[config.mk]
export PLATFORM = sky130hd
export DESIGN_NAME = dct_transpose_buffer_flat
export DESIGN_NICKNAME = d
export VERILOG_FILES = /design/src/rtl/dct_transpose_buffer_if.sv /design/src/rtl/dct_transpose_buffer.sv /design/src/flat_wrapper.sv
export SDC_FILE = /design/constraint.sdc
export NUM_CORES = 1
export LEC_CHECK = 0
export CAP_MARGIN = 20
export CORE_ASPECT_RATIO = 0.5
export CORE_MARGIN = 1.5
export CORE_UTILIZATION = 55
export CTS_CLUSTER_DIAMETER = 80
export CTS_CLUSTER_SIZE = 28
export DETAILED_ROUTE_END_ITERATION = 16
export GPL_TIMING_DRIVEN = 1
export PLACE_DENSITY = 0.75
export SETUP_SLACK_MARGIN = 0.5
export SYNTH_ARGS = -nofsm -noshare
export SYNTH_HDL_FRONTEND = slang
export SYNTH_SLANG_ARGS = --single-unit
[constraint.sdc]
create_clock -name clk -period 21.4 [get_ports clk]
set_clock_uncertainty 0.1 [all_clocks]
set_input_delay 4.28 -clock clk [delete_from_list [all_inputs] [get_ports clk]]
set_output_delay 4.28 -clock clk [all_outputs]
set_load 0.005 [all_outputs]
[src/rtl/dct_transpose_buffer_if.sv]
// Row-in / column-out stream bundle for dct_transpose_buffer.
// master = upstream row source and downstream column sink; slave = the buffer.
interface dct_transpose_buffer_if #(
  parameter int unsigned DATA_WIDTH = 32
);
  logic                  in_valid;
  logic                  in_ready;
  logic [DATA_WIDTH-1:0] x0, x1, x2, x3, x4, x5, x6, x7;
  logic                  out_valid;
  logic                  out_ready;
  logic                  out_first;
  logic                  out_last;
  logic [DATA_WIDTH-1:0] y0, y1, y2, y3, y4, y5, y6, y7;

  modport master (
    output in_valid, x0, x1, x2, x3, x4, x5, x6, x7, out_ready,
    input  in_ready, out_valid, out_first, out_last, y0, y1, y2, y3, y4, y5, y6, y7
  );

  modport slave (
    input  in_valid, x0, x1, x2, x3, x4, x5, x6, x7, out_ready,
    output in_ready, out_valid, out_first, out_last, y0, y1, y2, y3, y4, y5, y6, y7
  );
endinterface

[src/rtl/dct_transpose_buffer.sv]
// 8x8 row-to-column transpose buffer between the two 1-D DCT passes.
// Define TRANSPOSE_PINGPONG_EN for two banks so block N+1 fills while block N drains.
module dct_transpose_buffer #(
  parameter int unsigned DATA_WIDTH = 32
) (
  input logic                  clk,
  input logic                  reset,
  dct_transpose_buffer_if.slave bus
);

`ifdef TRANSPOSE_PINGPONG_EN
  localparam int unsigned NumBanks = 2;
`else
  localparam int unsigned NumBanks = 1;
`endif

  logic [DATA_WIDTH-1:0] mem [NumBanks][8][8];
  logic [DATA_WIDTH-1:0] x_row [8];
  logic [DATA_WIDTH-1:0] y_col [8];

  logic [NumBanks-1:0] full_q, full_d;
  logic [2:0]          wr_row_q, rd_col_q;
  logic                wr_bank, rd_bank;
  logic                wr_fire, rd_fire, wr_done, rd_done;

  assign x_row[0] = bus.x0;
  assign x_row[1] = bus.x1;
  assign x_row[2] = bus.x2;
  assign x_row[3] = bus.x3;
  assign x_row[4] = bus.x4;
  assign x_row[5] = bus.x5;
  assign x_row[6] = bus.x6;
  assign x_row[7] = bus.x7;

  assign bus.in_ready  = !full_q[wr_bank];
  assign bus.out_valid = full_q[rd_bank];

  assign wr_fire = bus.in_valid && bus.in_ready;
  assign rd_fire = bus.out_valid && bus.out_ready;
  assign wr_done = wr_fire && (wr_row_q == 3'd7);
  assign rd_done = rd_fire && (rd_col_q == 3'd7);

`ifdef TRANSPOSE_PINGPONG_EN
  logic wr_bank_q, rd_bank_q;

  always_ff @(posedge clk or posedge reset) begin
    if (reset) begin
      wr_bank_q <= 1'b0;
      rd_bank_q <= 1'b0;
    end else begin
      if (wr_done) wr_bank_q <= !wr_bank_q;
      if (rd_done) rd_bank_q <= !rd_bank_q;
    end
  end

  assign wr_bank = wr_bank_q;
  assign rd_bank = rd_bank_q;
`else
  assign wr_bank = 1'b0;
  assign rd_bank = 1'b0;
`endif

  // Fill and drain always target different banks, so both edits apply.
  always_comb begin
    full_d = full_q;
    if (wr_done) full_d[wr_bank] = 1'b1;
    if (rd_done) full_d[rd_bank] = 1'b0;
  end

  always_ff @(posedge clk or posedge reset) begin
    if (reset) begin
      full_q   <= '0;
      wr_row_q <= 3'd0;
      rd_col_q <= 3'd0;
    end else begin
      full_q <= full_d;
      if (wr_fire) wr_row_q <= wr_row_q + 3'd1;
      if (rd_fire) rd_col_q <= rd_col_q + 3'd1;
    end
  end

  // Storage is deliberately not reset; full flags gate every read.
  always_ff @(posedge clk) begin
    if (wr_fire) begin
      for (int c = 0; c < 8; c++) begin
        mem[wr_bank][wr_row_q][c] <= x_row[c];
      end
    end
  end

  always_comb begin
    for (int k = 0; k < 8; k++) begin
      y_col[k] = '0;
    end
    bus.out_first = 1'b0;
    bus.out_last  = 1'b0;
    if (bus.out_valid) begin
      for (int k = 0; k < 8; k++) begin
        y_col[k] = mem[rd_bank][k][rd_col_q];
      end
      bus.out_first = (rd_col_q == 3'd0);
      bus.out_last  = (rd_col_q == 3'd7);
    end
  end

  assign bus.y0 = y_col[0];
  assign bus.y1 = y_col[1];
  assign bus.y2 = y_col[2];
  assign bus.y3 = y_col[3];
  assign bus.y4 = y_col[4];
  assign bus.y5 = y_col[5];
  assign bus.y6 = y_col[6];
  assign bus.y7 = y_col[7];

endmodule

[src/flat_wrapper.sv]
// flat-port wrapper written by rule: the top's interface ports become plain ports
module dct_transpose_buffer_flat 
#(
  parameter int unsigned DATA_WIDTH = 32
)
  (clk, reset, bus_in_valid, bus_x0, bus_x1, bus_x2, bus_x3, bus_x4, bus_x5, bus_x6, bus_x7, bus_out_ready, bus_in_ready, bus_out_valid, bus_out_first, bus_out_last, bus_y0, bus_y1, bus_y2, bus_y3, bus_y4, bus_y5, bus_y6, bus_y7);
  dct_transpose_buffer_if #(.DATA_WIDTH(DATA_WIDTH)) bus_i ();
  input logic clk;
  input logic reset;
  input wire logic [$bits(bus_i.in_valid)-1:0] bus_in_valid;
  input wire logic [$bits(bus_i.x0)-1:0] bus_x0;
  input wire logic [$bits(bus_i.x1)-1:0] bus_x1;
  input wire logic [$bits(bus_i.x2)-1:0] bus_x2;
  input wire logic [$bits(bus_i.x3)-1:0] bus_x3;
  input wire logic [$bits(bus_i.x4)-1:0] bus_x4;
  input wire logic [$bits(bus_i.x5)-1:0] bus_x5;
  input wire logic [$bits(bus_i.x6)-1:0] bus_x6;
  input wire logic [$bits(bus_i.x7)-1:0] bus_x7;
  input wire logic [$bits(bus_i.out_ready)-1:0] bus_out_ready;
  output wire logic [$bits(bus_i.in_ready)-1:0] bus_in_ready;
  output wire logic [$bits(bus_i.out_valid)-1:0] bus_out_valid;
  output wire logic [$bits(bus_i.out_first)-1:0] bus_out_first;
  output wire logic [$bits(bus_i.out_last)-1:0] bus_out_last;
  output wire logic [$bits(bus_i.y0)-1:0] bus_y0;
  output wire logic [$bits(bus_i.y1)-1:0] bus_y1;
  output wire logic [$bits(bus_i.y2)-1:0] bus_y2;
  output wire logic [$bits(bus_i.y3)-1:0] bus_y3;
  output wire logic [$bits(bus_i.y4)-1:0] bus_y4;
  output wire logic [$bits(bus_i.y5)-1:0] bus_y5;
  output wire logic [$bits(bus_i.y6)-1:0] bus_y6;
  output wire logic [$bits(bus_i.y7)-1:0] bus_y7;
  assign bus_i.in_valid = bus_in_valid;
  assign bus_i.x0 = bus_x0;
  assign bus_i.x1 = bus_x1;
  assign bus_i.x2 = bus_x2;
  assign bus_i.x3 = bus_x3;
  assign bus_i.x4 = bus_x4;
  assign bus_i.x5 = bus_x5;
  assign bus_i.x6 = bus_x6;
  assign bus_i.x7 = bus_x7;
  assign bus_i.out_ready = bus_out_ready;
  assign bus_in_ready = bus_i.in_ready;
  assign bus_out_valid = bus_i.out_valid;
  assign bus_out_first = bus_i.out_first;
  assign bus_out_last = bus_i.out_last;
  assign bus_y0 = bus_i.y0;
  assign bus_y1 = bus_i.y1;
  assign bus_y2 = bus_i.y2;
  assign bus_y3 = bus_i.y3;
  assign bus_y4 = bus_i.y4;
  assign bus_y5 = bus_i.y5;
  assign bus_y6 = bus_i.y6;
  assign bus_y7 = bus_i.y7;
  dct_transpose_buffer #(.DATA_WIDTH(DATA_WIDTH)) u_core (.clk(clk), .reset(reset), .bus(bus_i));
endmodule
* Yosys cells after proc, flatten, opt, wreduce, memory -nomap -nowiden
Memory sizes are Yosys's and may differ from the RTL's.
Index checks and enable logic that the tools add are counted.
** Word-level totals
- Input port bits :: 260
- RAM bits :: 2048
- Flip-flop bits (word level) :: 7
- Output and inout port bits :: 260
- Logic and storage cells :: 75
- Memories :: 1
** Memories
- u_core.mem :: words 1, bits a word 2048, rd ports 1, clocked after Yosys merged registers in 0, wr ports 8, line dct_transpose_buffer.sv:17 : logic [DATA_WIDTH-1:0] mem [NumBanks][8][8];
** Operators by class
- Muxes and demuxes :: 54
- Bitwise operators :: 2
- Equal/unequal tests :: 2
- Add/subtract/negate cells :: 2
- Order comparisons :: 3
- Reduce and logical (&&, ||, !) cells :: 8
** Operators by type and width (count)
- $mux W2048 :: 8
- $demux W256 S3 :: 8
- $bmux W32 S3 :: 8
- $mux W32 :: 17
- $mux W256 :: 2
- $mux W224 :: 1
- $mux W192 :: 1
- $mux W160 :: 1
- $mux W128 :: 1
- $mux W96 :: 1
- $mux W64 :: 1
- $ge A4 B4 Y1 const B :: 2
- $not A3 Y4 :: 2
- $add A3 B1 Y3 const B :: 2
- $eq A3 B3 Y1 const B :: 2
- $logic_and A1 B1 Y1 :: 5
- $mux W1 :: 5
- $lt A4 B1 Y1 const B :: 1
- $logic_not A3 Y1 :: 1
- $reduce_bool A2 Y1 :: 1
- $logic_not A1 Y1 :: 1

* Logic depth before layout (Yosys ltp)
- Depth after elaboration :: 6
- Depth in mapped cells :: 8
- Depth with buffers taken out :: 4

* Least setup slack after synthesis
No wires, ideal clock.
- Path kind :: input-to-reg
- Start point :: input bus_in_valid
- End point :: memory u_core.mem[0][1792] (netlist bit) (enable)
- Cell stages on the path :: 3
- Slack :: -1850 ps
- Path buffers :: 0
- Required time :: 20114 ps
- Setup time :: 1186 ps
- Data arrival time :: 21964 ps
- Path through :: nor2b_1 > nand2b_1 > nor3_1
** RTL lines
- start: declaration :: line flat_wrapper.sv:10 : input wire logic [$bits(bus_i.in_valid)-1:0] bus_in_valid;
- end: declaration :: line dct_transpose_buffer.sv:17

* Worst setup path in the final report
- Start point :: register u_core.rd_col_q[2]
- End point :: output bus_y6[31]
** Between the ends
- Cells in the longest elaborated chain, start to end :: 5
** RTL lines
- start: declaration :: line dct_transpose_buffer.sv:22 : logic [2:0] wr_row_q, rd_col_q;
- start signal: assignment :: line dct_transpose_buffer.sv:78 : if (rd_fire) rd_col_q <= rd_col_q + 3'd1;
- $not A3 Y4 (not written as such) :: line dct_transpose_buffer.sv:99 : y_col[k] = mem[rd_bank][k][rd_col_q];
- $bmux W32 S3 :: line dct_transpose_buffer.sv:99
- $mux W32 (not written as such) (2 in series) :: line dct_transpose_buffer.sv:99
- $mux W256 :: line dct_transpose_buffer.sv:97 : if (bus.out_valid) begin
- end: declaration :: line flat_wrapper.sv:30 : output wire logic [$bits(bus_i.y6)-1:0] bus_y6;
Every way passes these cells. The select of a mux whose other input is x is not followed.

==> summary.md <==
| Metric | Value |
|---|---|
| FMAX | `0.0980 GHz` |
| Fin nets | `4,554` |
| Most frequent cells after synthesis | `2,048 x edfxtp_1, 260 x mux2_2, 258 x nor3_1, 257 x nor2b_1` |
| PortBufs | `519` |
| CP Class | `flop to output pin` |
| Die height | `270 um` |
| Clock latency on the worst-skew pair | `0.72 ns` |
| Register bit count reported by yosys | `2,055` |
| CP Capture Type | `output pin` |
| PostCTS Resize Cnt | `0` |
| Worst setup margin | `11.20 ns` |
| Yosys warns | `0` |
| Final Non-Filler Cells | `6,193` |
| Syn_nets | `4,149` |
| Die ar. | `145,000 um2` |
| Post-CTS Hold Fix Bufs | `0` |
| Sequential area share after synthesis | `0.788` |
| DR top layer | `met5` |
| Worst-path fanout max | `205` |
| DRC | `0` |
| Cts bufs inserted | `83` |
| RSZ-0062 raised after global routing | `no` |
| Post-CTS setup buffers | `0` |
| Leading post-synthesis cells by cell area | `edfxtp_1 79%, mux4_2 7.4%, mux2_2 3.7%` |
| Worst EP required | `17.02 ns` |
| Setup crit start kind | `flop` |
| DR iter-0 viols | `3,494` |
| Actual slew at the worst max-slew pin | `1.14 ns` |
| Mean post-synth cell area | `20.2 um2` |
| First-pass detailed-route iteration total | `6` |
| Global-route wire length before repair | `258,000 um` |
| Post-route ant nets | `0` |
| Synthesized cell area | `78,300 um2` |
| Most common cell in the netlist | `edfxtp_1` |
| Leakage | `26.1 nW` |
| Gr usage total | `0.240` |
| Placed Instances | `6,084` |
| Vias/cell | `6.24` |
| Fin area | `87,400 um2` |
| Row count | `97` |
| CTS tree | `built` |
| Final Wtd Congestion | `0.792` |
| Period utilization | `0.477` |
| Clk sinks | `2,055` |
| Layout area overhead | `11.7%` |
| Tmin final | `10.20 ns` |
| Metal-1 WL | `70,900 um` |
| Core Footprint | `141,000 um2` |
| Max Root-Sink Buffers | `3` |
| EDFF count, synth | `2,048` |
| Largest net degree at the start of global routing | `206` |
| Hold Fails Final Rpt | `0` |
| Max H-tree Level | `3` |
| Cell variety after synth | `24` |
| Yosys top cell by area | `edfxtp_1` |
| Root Buffer | `clkbuf_16` |
| Initial antenna violation count | `15` |
| Hold Crit Class | `flop to flop` |
| Via count of the first global-routing pass | `39,000` |
| Run status | `completed` |
| Async set-reset flop share out of synthesis | `0.00341` |
| DPL Wire Length | `104,000 um` |
| Count of final max-slew check failures | `0` |
| Cells after Synth | `3,884` |
| # IOs | `520` |
| Final core occ | `0.621` |
| TNS Setup | `0 ns` |
| Post-placement cell area | `85,200 um2` |
| Clock transition at the registers of the reported paths | `0.11 ns` |
| Most used DFF post-synth | `edfxtp_1` |
| Layout cells sized above 1 | `0.157` |
| Slew HR | `0.240` |
| Yosys top cell area share | `0.786` |
| Routed len/inst | `28.3 um` |
| Max cap viols | `0` |
| Finish-stage setup viols | `0` |
| Global route overflow | `0` |
| WL met2 | `90,100 um` |
| Crit path arrival time | `5.82 ns` |
| Initial core utilization | `0.556` |
| DR vias | `38,600` |
| Detail Route met3 WL | `8690 um` |
| Die Span X | `537 um` |
| PwrDens | `121 nW/um2` |
| Worst VDD drop | `0.188 mV` |
| Dpl ws | `11.95 ns` |
| Routed WL | `175,000 um` |
==> cells in the final DEF, fill, tap and decap left out, types with 2 or more instances in the layout <==
cell type,netlist,final
edfxtp_1,2048,2048
clkbuf_16,0,84
nand2b_1,4,3
o22ai_1,256,256
diode_2,0,12
a21oi_1,2,2
nor2_4,0,6
clkinv_8,0,2
nor3_4,0,2
nor2b_1,257,257
inv_1,3,3
nor3_1,258,256
clkbuf_1,101,8
clkdlybuf4s50_1,0,519
dfrtp_4,0,3
buf_12,0,11
mux2_2,260,260
mux4_2,256,256
nand2_1,4,4
dfrtp_1,7,4
a211oi_1,256,256
ha_1,5,5
buf_4,4,46
==> cell families (layout without fill, tap and decap cells) <==
| family | Yosys count | after routing | synth area share |
|---|---|---|---|
| buffers and inverters | 260 | 676 | 0.0168 |
| AND/OR/NAND/NOR | 532 | 532 | 0.0380 |
| AO/OA/AOI/OAI | 514 | 514 | 0.0451 |
| adder cells (fa/ha/maj) | 5 | 5 | 0.000799 |
| flip-flops | 2055 | 2055 | 0.788 |
| multiplexers | 516 | 516 | 0.111 |
| other | 0 | 12 | 0 |
| XOR/XNOR | 2 | 2 | 0.000224 |
==> per-stage QoR <==
step	power, W	hold slack, ns
2_1_floorplan	0.00725	0.424
3_3_place_gp	0.00877	0.441
3_5_place_dp	0.00884	0.445
4_1_cts	0.0107	0.469
5_1_grt	0.0110	0.490
6_report	0.0106	0.466
==> critical path: stages, from the launching register on <==
cell and delay, ns:
dfrtp_4 0.87, buf_12 0.64, buf_12 0.64, buf_12 0.80
mux2_2 0.32, o22ai_1 0.07, nor3_1 0.60, clkdlybuf4s50_1 0.63
==> power breakdown <==
part	total (W)	internal [W]	switching [W]
logic	0.00385	0.00177	0.00208
registers	0.00486	0.00475	0.000113
clock network	0.00186	0.000719	0.00114
total	0.0106	0.00724	0.00334
==> worst paths after layout <==
kind	from	endpoint	slack [ns]	depth (start not counted)
min reg2reg	u_core.wr_row_q[2]	u_core.wr_row_q[2]	0.47	1
min	u_core.wr_row_q[2]	u_core.wr_row_q[2]	0.47	1
max reg2reg	u_core.bus.out_valid	u_core.mem[0][2039]	16.22	7
max	u_core.rd_col_q[2]	bus_y6[31]	11.20	7
max in group asynchronous	reset	u_core.rd_col_q[0]	17.27	2
min in group asynchronous	reset	u_core.wr_row_q[2]	3.68	2
==> state kept, by name, summed over array words and instances (netlist names) <==
signal / cells
u_core.mem: 2048
u_core.rd_col_q: 3
u_core.wr_row_q: 3
u_core.bus.out_valid: 1
==> routing by layer <==
metal  vias to the layer above  global-route usage
li1                      16700                   -
met1                     20400               0.329
met2                      1269               0.405
met3                       232              0.0328
met4                         6              0.0730
met5                         -                   0
==> final cells by class <==
type	count	area [um2]
repair buffers	576	5760
clock buffers	92	2130
well taps	1881	2350
multi-input cells	1569	15400
flip-flops and latches	2055	61700
fillers	9501	53300
clock inverters	4	50.0
diodes	12	30.0
inverters	4	22.5
Note: power is estimated with default switching activity, not from simulation.
